--- src/rtl/ps2_pkg.sv ---
// Shared types and helpers for the PS/2 keyboard transmitter.
// Optional build macro used by the top level: PS2_HOST_INHIBIT_EN.
package ps2_pkg;

  typedef enum logic [1:0] {
    IDLE  = 2'd0,
    START = 2'd1,
    SHIFT = 2'd2,
    GAP   = 2'd3
  } ps2_state_t;

  // Start + 8 data + parity + stop.
  localparam int PS2_FRAME_BITS = 11;
  // Ticks per bit cell: data set, clock low, hold low, clock high.
  localparam int PS2_QUARTERS   = 4;

  // PS/2 uses odd parity: the parity bit makes the total count of ones odd.
  function automatic logic odd_parity(input logic [7:0] b);
    return ~^b;
  endfunction

endpackage

--- src/rtl/ps2_byte_fifo.sv ---
// Byte FIFO feeding the PS/2 serialiser. Registered storage and occupancy;
// a push rejected when full is simply ignored here (the top flags overflow).
module ps2_byte_fifo
#(
  parameter int DEPTH = 16
)
(
  input  logic                     clk,
  input  logic                     n_reset,
  input  logic                     i_push,
  input  logic [7:0]               i_push_data,
  input  logic                     i_pop,
  output logic [7:0]               o_pop_data,
  output logic                     o_full,
  output logic                     o_empty,
  output logic [$clog2(DEPTH):0]   o_count
);

  localparam int AW = $clog2(DEPTH);
  localparam logic [AW:0] FULL_COUNT = (AW+1)'(DEPTH);

  logic [7:0]    r_mem [DEPTH];
  logic [AW-1:0] r_wr_ptr;
  logic [AW-1:0] r_rd_ptr;
  logic [AW:0]   r_count;
  logic          w_push;
  logic          w_pop;

  // Full is judged on registered occupancy, so a push and pop in the same
  // cycle while full still rejects the push.
  assign o_full     = (r_count == FULL_COUNT);
  assign o_empty    = (r_count == '0);
  assign w_push     = i_push & ~o_full;
  assign w_pop      = i_pop & ~o_empty;
  assign o_pop_data = r_mem[r_rd_ptr];
  assign o_count    = r_count;

  // Storage write; contents need no reset since occupancy gates every read.
  always_ff @(posedge clk) begin
    if (w_push) begin
      r_mem[r_wr_ptr] <= i_push_data;
    end
  end

  // Pointers wrap naturally because DEPTH is a power of two.
  always_ff @(posedge clk or negedge n_reset) begin
    if (!n_reset) begin
      r_wr_ptr <= '0;
      r_rd_ptr <= '0;
      r_count  <= '0;
    end else begin
      if (w_push) begin
        r_wr_ptr <= r_wr_ptr + 1'b1;
      end
      if (w_pop) begin
        r_rd_ptr <= r_rd_ptr + 1'b1;
      end
      case ({w_push, w_pop})
        2'b10:   r_count <= r_count + 1'b1;
        2'b01:   r_count <= r_count - 1'b1;
        default: r_count <= r_count;
      endcase
    end
  end

endmodule

--- src/rtl/ps2_kbd_tx.sv ---
// Device-side PS/2 keyboard transmitter: queues scan-code bytes and sends
// each as an 11-bit frame on idle-high clock/data lines.
// Build option PS2_HOST_INHIBIT_EN adds ps2_clk_in so the host can hold the
// clock low to inhibit/abort transmission; the interrupted byte is resent.
//
// state | meaning
// ------+-----------------------------------------------------------
// IDLE  | lines high, divider parked at 0, waiting for a byte
// START | bit cell 0 (start bit) of the current frame
// SHIFT | bit cells 1-10: data LSB first, parity, stop
// GAP   | both lines high for GAP_TICKS ticks before the next frame
module ps2_kbd_tx
  import ps2_pkg::*;
#(
  parameter int PS2_DIV    = 1000,
  parameter int FIFO_DEPTH = 16,
  parameter int GAP_TICKS  = 8
)
(
  input  logic                          clk,
  input  logic                          n_reset,
`ifdef PS2_HOST_INHIBIT_EN
  input  logic                          ps2_clk_in,
`endif
  input  logic                          in_valid,
  input  logic [7:0]                    in_data,
  output logic                          in_ready,
  output logic                          ps2_clk_out,
  output logic                          ps2_dat_out,
  output logic                          busy,
  output logic [$clog2(FIFO_DEPTH):0]   fifo_count,
  output logic                          overflow
);

  localparam int DW = (PS2_DIV > 1) ? $clog2(PS2_DIV) : 1;
  localparam int GW = (GAP_TICKS > 1) ? $clog2(GAP_TICKS) : 1;
  localparam logic [DW-1:0] DIV_LAST   = DW'(PS2_DIV - 1);
  localparam logic [GW-1:0] GAP_LOAD   = GW'(GAP_TICKS - 1);
  localparam logic [3:0]    LAST_BIT   = 4'(PS2_FRAME_BITS - 1);
  localparam logic [3:0]    PARITY_BIT = 4'(PS2_FRAME_BITS - 2);
  localparam logic [1:0]    Q_LAST     = 2'(PS2_QUARTERS - 1);

  ps2_state_t r_state;
  logic [DW-1:0] r_div;
  logic [1:0]    r_q;
  logic [3:0]    r_bit;
  logic [7:0]    r_byte;
  logic          r_par;
  logic [GW-1:0] r_gap;
  logic          r_retry;
  logic          r_clk_out;
  logic          r_dat_out;
  logic          r_busy;
  logic          r_overflow;

  logic          w_tick;
  logic          w_bus_free;
  logic          w_start;
  logic          w_pop;
  logic          w_abort;
  logic          w_frame_bit;
  logic [3:0]    w_bit_m1;
  logic [7:0]    w_rd_data;
  logic          w_full;
  logic          w_empty;
  logic [$clog2(FIFO_DEPTH):0] w_count;

  ps2_byte_fifo #(
    .DEPTH (FIFO_DEPTH)
  ) u_fifo (
    .clk         (clk),
    .n_reset     (n_reset),
    .i_push      (in_valid),
    .i_push_data (in_data),
    .i_pop       (w_pop),
    .o_pop_data  (w_rd_data),
    .o_full      (w_full),
    .o_empty     (w_empty),
    .o_count     (w_count)
  );

`ifdef PS2_HOST_INHIBIT_EN
  logic [1:0] r_clk_sync;

  // Two-flop synchroniser for the host-driven bus clock level.
  always_ff @(posedge clk or negedge n_reset) begin
    if (!n_reset) begin
      r_clk_sync <= 2'b11;
    end else begin
      r_clk_sync <= {r_clk_sync[0], ps2_clk_in};
    end
  end

  assign w_bus_free = r_clk_sync[1];
`else
  assign w_bus_free = 1'b1;
`endif

  assign w_tick  = (r_state != IDLE) && (r_div == DIV_LAST);
  // A pending retry takes priority over the FIFO so the aborted byte goes first.
  assign w_start = (r_state == IDLE) && w_bus_free && (r_retry || !w_empty);
  assign w_pop   = w_start && !r_retry;
  // Host inhibit is only honoured at clock-high quarters before the parity bit.
  assign w_abort = !w_bus_free && ((r_q == 2'd0) || (r_q == Q_LAST)) &&
                   (r_bit < PARITY_BIT);
  assign w_bit_m1 = r_bit - 4'd1;

  // Value of the frame bit selected by the bit index.
  always_comb begin
    w_frame_bit = 1'b1;
    if (r_bit == 4'd0) begin
      w_frame_bit = 1'b0;
    end else if (r_bit < PARITY_BIT) begin
      w_frame_bit = r_byte[w_bit_m1[2:0]];
    end else if (r_bit == PARITY_BIT) begin
      w_frame_bit = r_par;
    end
  end

  // Tick divider: parked at 0 in IDLE so the first tick of a frame lands
  // exactly PS2_DIV cycles after the pop.
  always_ff @(posedge clk or negedge n_reset) begin
    if (!n_reset) begin
      r_div <= '0;
    end else if (r_state == IDLE) begin
      r_div <= '0;
    end else if (r_div == DIV_LAST) begin
      r_div <= '0;
    end else begin
      r_div <= r_div + 1'b1;
    end
  end

  // Frame sequencer with registered line, busy and overflow outputs.
  always_ff @(posedge clk or negedge n_reset) begin
    if (!n_reset) begin
      r_state    <= IDLE;
      r_q        <= 2'd0;
      r_bit      <= 4'd0;
      r_byte     <= 8'd0;
      r_par      <= 1'b0;
      r_gap      <= '0;
      r_retry    <= 1'b0;
      r_clk_out  <= 1'b1;
      r_dat_out  <= 1'b1;
      r_busy     <= 1'b0;
      r_overflow <= 1'b0;
    end else begin
      r_overflow <= in_valid & w_full;
      r_busy     <= (r_state != IDLE) | (w_count != '0) | r_retry;
      case (r_state)
        IDLE: begin
          if (w_start) begin
            if (!r_retry) begin
              r_byte <= w_rd_data;
              r_par  <= odd_parity(w_rd_data);
            end
            r_retry <= 1'b0;
            r_q     <= 2'd0;
            r_bit   <= 4'd0;
            r_state <= START;
          end
        end
        START, SHIFT: begin
          if (w_tick) begin
            if (w_abort) begin
              r_clk_out <= 1'b1;
              r_dat_out <= 1'b1;
              r_retry   <= 1'b1;
              r_gap     <= GAP_LOAD;
              r_state   <= GAP;
            end else begin
              r_q <= r_q + 2'd1;
              case (r_q)
                2'd0: r_dat_out <= w_frame_bit;
                2'd1: r_clk_out <= 1'b0;
                Q_LAST: begin
                  r_clk_out <= 1'b1;
                  if (r_bit == LAST_BIT) begin
                    r_gap   <= GAP_LOAD;
                    r_state <= GAP;
                  end else begin
                    r_bit   <= r_bit + 4'd1;
                    r_state <= SHIFT;
                  end
                end
                default: ;
              endcase
            end
          end
        end
        GAP: begin
          if (w_tick) begin
            if (r_gap == '0) begin
              r_state <= IDLE;
            end else begin
              r_gap <= r_gap - 1'b1;
            end
          end
        end
        default: r_state <= IDLE;
      endcase
    end
  end

  assign in_ready    = ~w_full;
  assign fifo_count  = w_count;
  assign ps2_clk_out = r_clk_out;
  assign ps2_dat_out = r_dat_out;
  assign busy        = r_busy;
  assign overflow    = r_overflow;

endmodule

--- config.mk ---
export PLATFORM = sky130hd
export DESIGN_NAME = ps2_kbd_tx
export DESIGN_NICKNAME = d
export VERILOG_FILES = /design/src/rtl/ps2_pkg.sv /design/src/rtl/ps2_byte_fifo.sv /design/src/rtl/ps2_kbd_tx.sv
export SDC_FILE = /design/constraint.sdc
export NUM_CORES = 1
export LEC_CHECK = 0
export ABC_AREA = 1
export BUFFER_PORTS_ARGS = -buffer_cell sky130_fd_sc_hd__buf_4
export CAP_MARGIN = 15
export CORE_ASPECT_RATIO = 1.1
export CORE_MARGIN = 5
export CORE_UTILIZATION = 40
export CTS_CLUSTER_DIAMETER = 80
export CTS_CLUSTER_SIZE = 14
export DETAILED_ROUTE_END_ITERATION = 16
export HOLD_SLACK_MARGIN = 0.05
export RECOVER_POWER = 50
export SLEW_MARGIN = 20
export SYNTH_ARGS = -nofsm -noshare
export SYNTH_HDL_FRONTEND = slang
export SYNTH_SLANG_ARGS = --single-unit
--- constraint.sdc ---
create_clock -name clk -period 7.85 [get_ports clk]
set_clock_uncertainty 0.2 [all_clocks]
set_input_delay 1.57 -clock clk [delete_from_list [all_inputs] [get_ports clk]]
set_output_delay 1.57 -clock clk [all_outputs]
set_load 0.1 [all_outputs]
## Word-level counts from Yosys, hierarchy flattened

Memory sizes are Yosys's and may differ from the RTL's.
Index checks and enable logic that the tools add are counted.
W data, S select, Z words.

- Memory bits (writable): 128
- Bits of input ports: 11
- Flip-flop bits (word level): 47
- Memories kept: 1

Memory list:

| name | words | width | read ports | clocked after Yosys merged registers in | wr ports | line | RTL |
|---|---|---|---|---|---|---|---|
| u_fifo.r_mem | 16 | 8 | 1 | 0 | 1 | ps2_byte_fifo.sv:22 | `logic [7:0] r_mem [DEPTH];` |

- $lt $le $gt $ge: 2
- Bitwise operators: 6
- Eq/ne operators: 19
- Reduce and logical (&&, ||, !) cells: 23
- Mux-type cells: 32
- Add/sub/neg operators: 9

Operators with widths:

| kind | number |
|---|---|
| $mux W10 | 2 |
| $mux W4 | 4 |
| $ne A2 B2 Y1 const B | 8 |
| $mux W3 | 5 |
| $mux W2 | 7 |
| $add A4 B1 Y4 const B | 3 |
| $add A10 B1 Y10 const B | 1 |
| $eq A10 B10 Y1 const B | 1 |
| $pmux W5 S2 | 1 |
| $reduce_and A5 Y1 | 2 |
| $reduce_bool A2 Y1 | 5 |
| $reduce_and A3 Y1 | 3 |
| $eq A2 B2 Y1 const B | 4 |
| $eq A4 B4 Y1 const B | 2 |
| $pmux W4 S2 | 1 |
| $reduce_xnor A8 Y1 | 1 |
| $mux W1 | 7 |
| $eq A2 B1 Y1 const B | 3 |
| $pmux W2 S3 | 1 |
| $pmux W3 S2 | 1 |
| $reduce_and A6 Y1 | 1 |
| $sub A3 B1 Y3 const B | 2 |
| $add A5 B1 Y5 const B | 1 |
| $eq A5 B5 Y1 const B | 1 |
| other kinds (19) | 24 |

## Longest topological paths before layout

- Depth in word-level cells: 6
- Mapped depth: 18
- Mapped depth without buffers: 16

## By module

A second synthesis with hierarchy kept.

- Cell total of the unflattened synthesis: 882
- Area, all modules: 8280.4 um2

Modules (own cells, without submodules):

| module | cells each | sequential area each (um2) | area an instance (um2) | instances |
|---|---|---|---|---|
| ps2_byte_fifo | 621 | 4169.0 | 6231.0 | 1 |
| ps2_kbd_tx | 261 | 853.3 | 2049.5 | 1 |

## Worst setup path before layout

Ideal clock, no wire load.

- Path type: register -> register
- Start point: reg u_fifo.r_count[0], in the netlist u_fifo.o_count[0]
- End point: reg u_fifo.r_count[4], in the netlist u_fifo.o_count[4]
- Clock period less this slack: 3.983 ns
- Library setup time: 0.131 ns
- Path buffers: 0
- Arrival time: 3.652 ns
- Setup slack: 3.867 ns
- Cell stages (with the launch flop): 14
- Cells stage by stage: dfrtp_1 > nor4_1 > nand2_1 > nand2_1 > ha_1 > xor2_1 > ha_1 > a21oi_1 > o21ai_0 > a21oi_1 > inv_1 > a21oi_1 > o21ai_0 > xor2_1

- Elaborated cells between the ends (all ways): 14
- Classes of those cells: 2 x add/sub; 3 x eq/ne; 1 x mux; 4 x bitwise; 4 x reduce/logical

RTL lines:

| what | line | RTL |
|---|---|---|
| start, declared | ps2_byte_fifo.sv:25 | `logic [AW:0] r_count;` |
| start signal, assigned | ps2_byte_fifo.sv:59 | `2'b10: r_count <= r_count + 1'b1;` |
| start signal, assigned | ps2_byte_fifo.sv:60 | `2'b01: r_count <= r_count - 1'b1;` |
| start signal, assigned | ps2_byte_fifo.sv:61 | `default: r_count <= r_count;` |
| $eq A5 B5 Y1 * | ps2_byte_fifo.sv:31 | `assign o_full = (r_count == FULL_COUNT);` |
| $not A1 Y1 * | - |  |
| named net in_ready | ps2_kbd_tx.sv:27 | `output logic in_ready,` |
| $and A1 B1 Y1 * | ps2_byte_fifo.sv:33 | `assign w_push = i_push & ~o_full;` |
| $eq A2 B1 Y1 or $eq A2 B2 Y1 (tied branches) | ps2_byte_fifo.sv:58 | `case ({w_push, w_pop})` |
| $pmux W5 S2 or $reduce_bool A2 Y1 (tied branches) | - |  |

The timed path passes the listed nets; every way through them passes the cells marked *.
A chain may end at the register's enable or synchronous reset.

==> metrics <==
status=complete, but fails checks; failing checks=capacitance limit, slew limit; crit path kind=input pin to async pin; Sequential Power Share=48.3%; share of layout cells above drive strength 1=6.57%; Die Ht=159 µm; GP Congestion=0.810; clk sinks=175; power share of the clock group=37.0%; post-CTS sizing=0; Final Hold Viols=0; initial core utilization=40.8%; Slew @ Worst Pin=2570 ps; I/O pin count=21; syn nets=872; CP startpoint kind=input pin; clock latency on the worst-skew pair=440 ps; setup slack at placement=4160 ps; die width=146 µm; Residual DRC=0; setup TNS=0 ps; Hold Path Stages=1; Hold WC Path Type=register to register; Post CTS Setup Buffer Count=0; CP Capture Type=async pin; required time of the critical path=7460 ps; Worst Path Buf+Inv=1; Crit Path Max Fanout=47; pin count of the biggest net entering global routing=73; diode count=0; Max Clk Rate=265 MHz; post-route ant nets=0; switching power total=709 µW; P_leak=0.00393 µW; wire length of the first global-routing pass=27900 µm; initial DRC count=432; Synth Flop Type=edfxtp_1; Post-synth EDFFs=128; Routed Wire Length=17400 µm; port bufs=20; WP data arrival=3380 ps; max-slew violation count=48; CTS buffer count=17; Placement Cell Area=8440 µm²; GRT Resource Usage Total=15.4%; final setup violation count=0; Post-synth ARST share=26.9%; final hold slack=278 ps; htree depth=4; Cell Pwr Density=258 nW/µm²; Filler Cell Count=1886; initial antenna violation count=0; Vias/cell=4.88; worst-path cell chain=clkbuf_1; RSZ-0062 raised after global routing=false; fin crit period=3780 ps; Cell Area, Synth=8130 µm²; number of global-route vias before repair=5271; sequential area share after synthesis=61.8%; Crit path max-delay family=buffers and inverters; max cap viols=1; switching share of power=30.4%; final core occ=45.3%; fin crit share=48.1%; Nets=886; cells after synthesis=840; multi-input logic area=2550 µm²; via count=5457; CTS Buffer Depth=2; Relative slew margins=-71.1%; Area Growth Syn to Fin=11.0%; Core Region=19900 µm²; Synth top area share=47.3%; row cnt=54; synth unique cells=33; instance count on the critical path=1; full die area=23300 µm²; CTS tree=built; synth top area cells=edfxtp_1 47%, dfrtp_1 14%, nand2_1 13%, nand3_1 5.3%, inv_1 4.4%; register clock-pin slew on the reported worst setup and hold paths=70 ps; combinational fraction of design power=14.6%; dpl hpwl=11200 µm; average size of a mapped cell=9.67 µm²; First-pass DRT Iterations=7; Int Pwr=1620 µW; CTS root buffer=clkbuf_16; post-cts hold buffer count=0; maximum vdd drop=0.000154 V; GRT overflow=0; slowest stage delay, CP=1790 ps; sequential cell area=5020 µm²; r2r worst-path depth=14; wire per inst=15.5 µm; Synth Register Bits=175; Finished Cell Area=9020 µm²; synth warn=0; final setup margin=4070 ps; CP max-delay cell=clkbuf_1; cell taking the most area after synthesis=edfxtp_1
==> cells by family (layout without fill, tap and decap cells) <==
logic type | count (synthesis) | after routing | share of synthesized area [%]
flip-flops | 175 | 175 | 61.8
AO/OA/AOI/OAI | 57 | 57 | 3.90
XOR/XNOR | 19 | 19 | 2.05
AND/OR/NAND/NOR | 440 | 440 | 22.2
adder cells (fa/ha/maj) | 21 | 21 | 3.23
buffers and inverters | 128 | 155 | 6.77
==> worst paths after layout <==
check	slack [ps]	start	endpoint
max in group clk	4260	u_fifo.o_count[0]$_DFFE_PN0P_	u_fifo.o_count[4]$_DFFE_PN0P_
worst min register to register	280	r_gap[1]$_DFFE_PN0P_	r_gap[1]$_DFFE_PN0P_
worst max register to register	4260	u_fifo.o_count[0]$_DFFE_PN0P_	u_fifo.o_count[4]$_DFFE_PN0P_
min in group asynchronous	1740	n_reset	r_gap[2]$_DFFE_PN0P_
worst min-delay path	280	r_gap[1]$_DFFE_PN0P_	r_gap[1]$_DFFE_PN0P_
worst max-delay path	4070	n_reset	u_fifo.r_rd_ptr[0]$_DFFE_PN0P_
==> layout by cell type, fill, tap and decap left out, types with 2 or more instances in the layout <==
cell and count:
inv_2 3, buf_4 12, dfrtp_1 44, nor2_1 65, xor2_1 13, or2_0 2, nand3_1 86, nand4_1 6
clkinv_8 3, clkbuf_1 9, clkinv_4 2, inv_8 5, o21ai_1 5, xnor2_1 6, a21o_1 3, inv_1 96
dfstp_2 2, ha_1 21, a21oi_1 14, clkbuf_16 17, o211ai_1 5, o21ai_0 27, nand2_2 2, nand2_1 271
edfxtp_1 128, nor3_1 4
==> routing by layer <==
layer	track usage [%]	up-vias	share of wire (%)
met5	0	-	0
met4	4.88	0	1.8
met3	3.59	19	3.4
met2	26.4	105	51
met1	19.2	2574	44
li1	-	2759	-
==> stage by stage <==
stage,total power [µW],cells
6_report,2330,1119
5_1_grt,2430,1119
4_1_cts,2350,1119
3_5_place_dp,1490,1087
3_3_place_gp,1490,1087
2_1_floorplan,1380,840
==> power by group through the flow <==
stage	clock [µW]	sequential, µW	combinational, µW
final	863	1130	341
after global routing	920	1130	374
after CTS	879	1130	347
after detailed placement	0	1140	345
after global placement	0	1140	343
after floorplan	0	1230	152
==> cell type report <==
class                           instances  area share, %
Sequential cell                       175           55.7
Multi-Input combinational cell        537           28.3
Timing Repair Buffer                   22           1.46
Clock buffer                           17           4.72
Clock inverter                         15           2.11
Inverter                              101           4.23
Tap cell                              252           3.50
==> synthesized netlist by cell type, types with 6 or more instances <==
cell	instances
buf_2	15
a21oi_1	14
nand4_1	6
dfrtp_1	45
nand2_1	271
xor2_1	13
inv_1	96
nor2_1	65
buf_4	7
o21ai_0	27
nand3_1	86
ha_1	21
edfxtp_1	128
xnor2_1	6
==> registers in the layout, summed over array words and instances (netlist names) <==
name / cells
u_fifo.r_mem: 128
r_div: 10
r_byte: 8
u_fifo.o_count: 5
r_bit: 4
u_fifo.r_rd_ptr: 4
u_fifo.r_wr_ptr: 4
r_gap: 3
r_q: 2
r_state: 2
busy: 1
overflow: 1
ps2_clk_out: 1
ps2_dat_out: 1
r_par: 1
No activity file was read; power rests on OpenSTA's default activity.
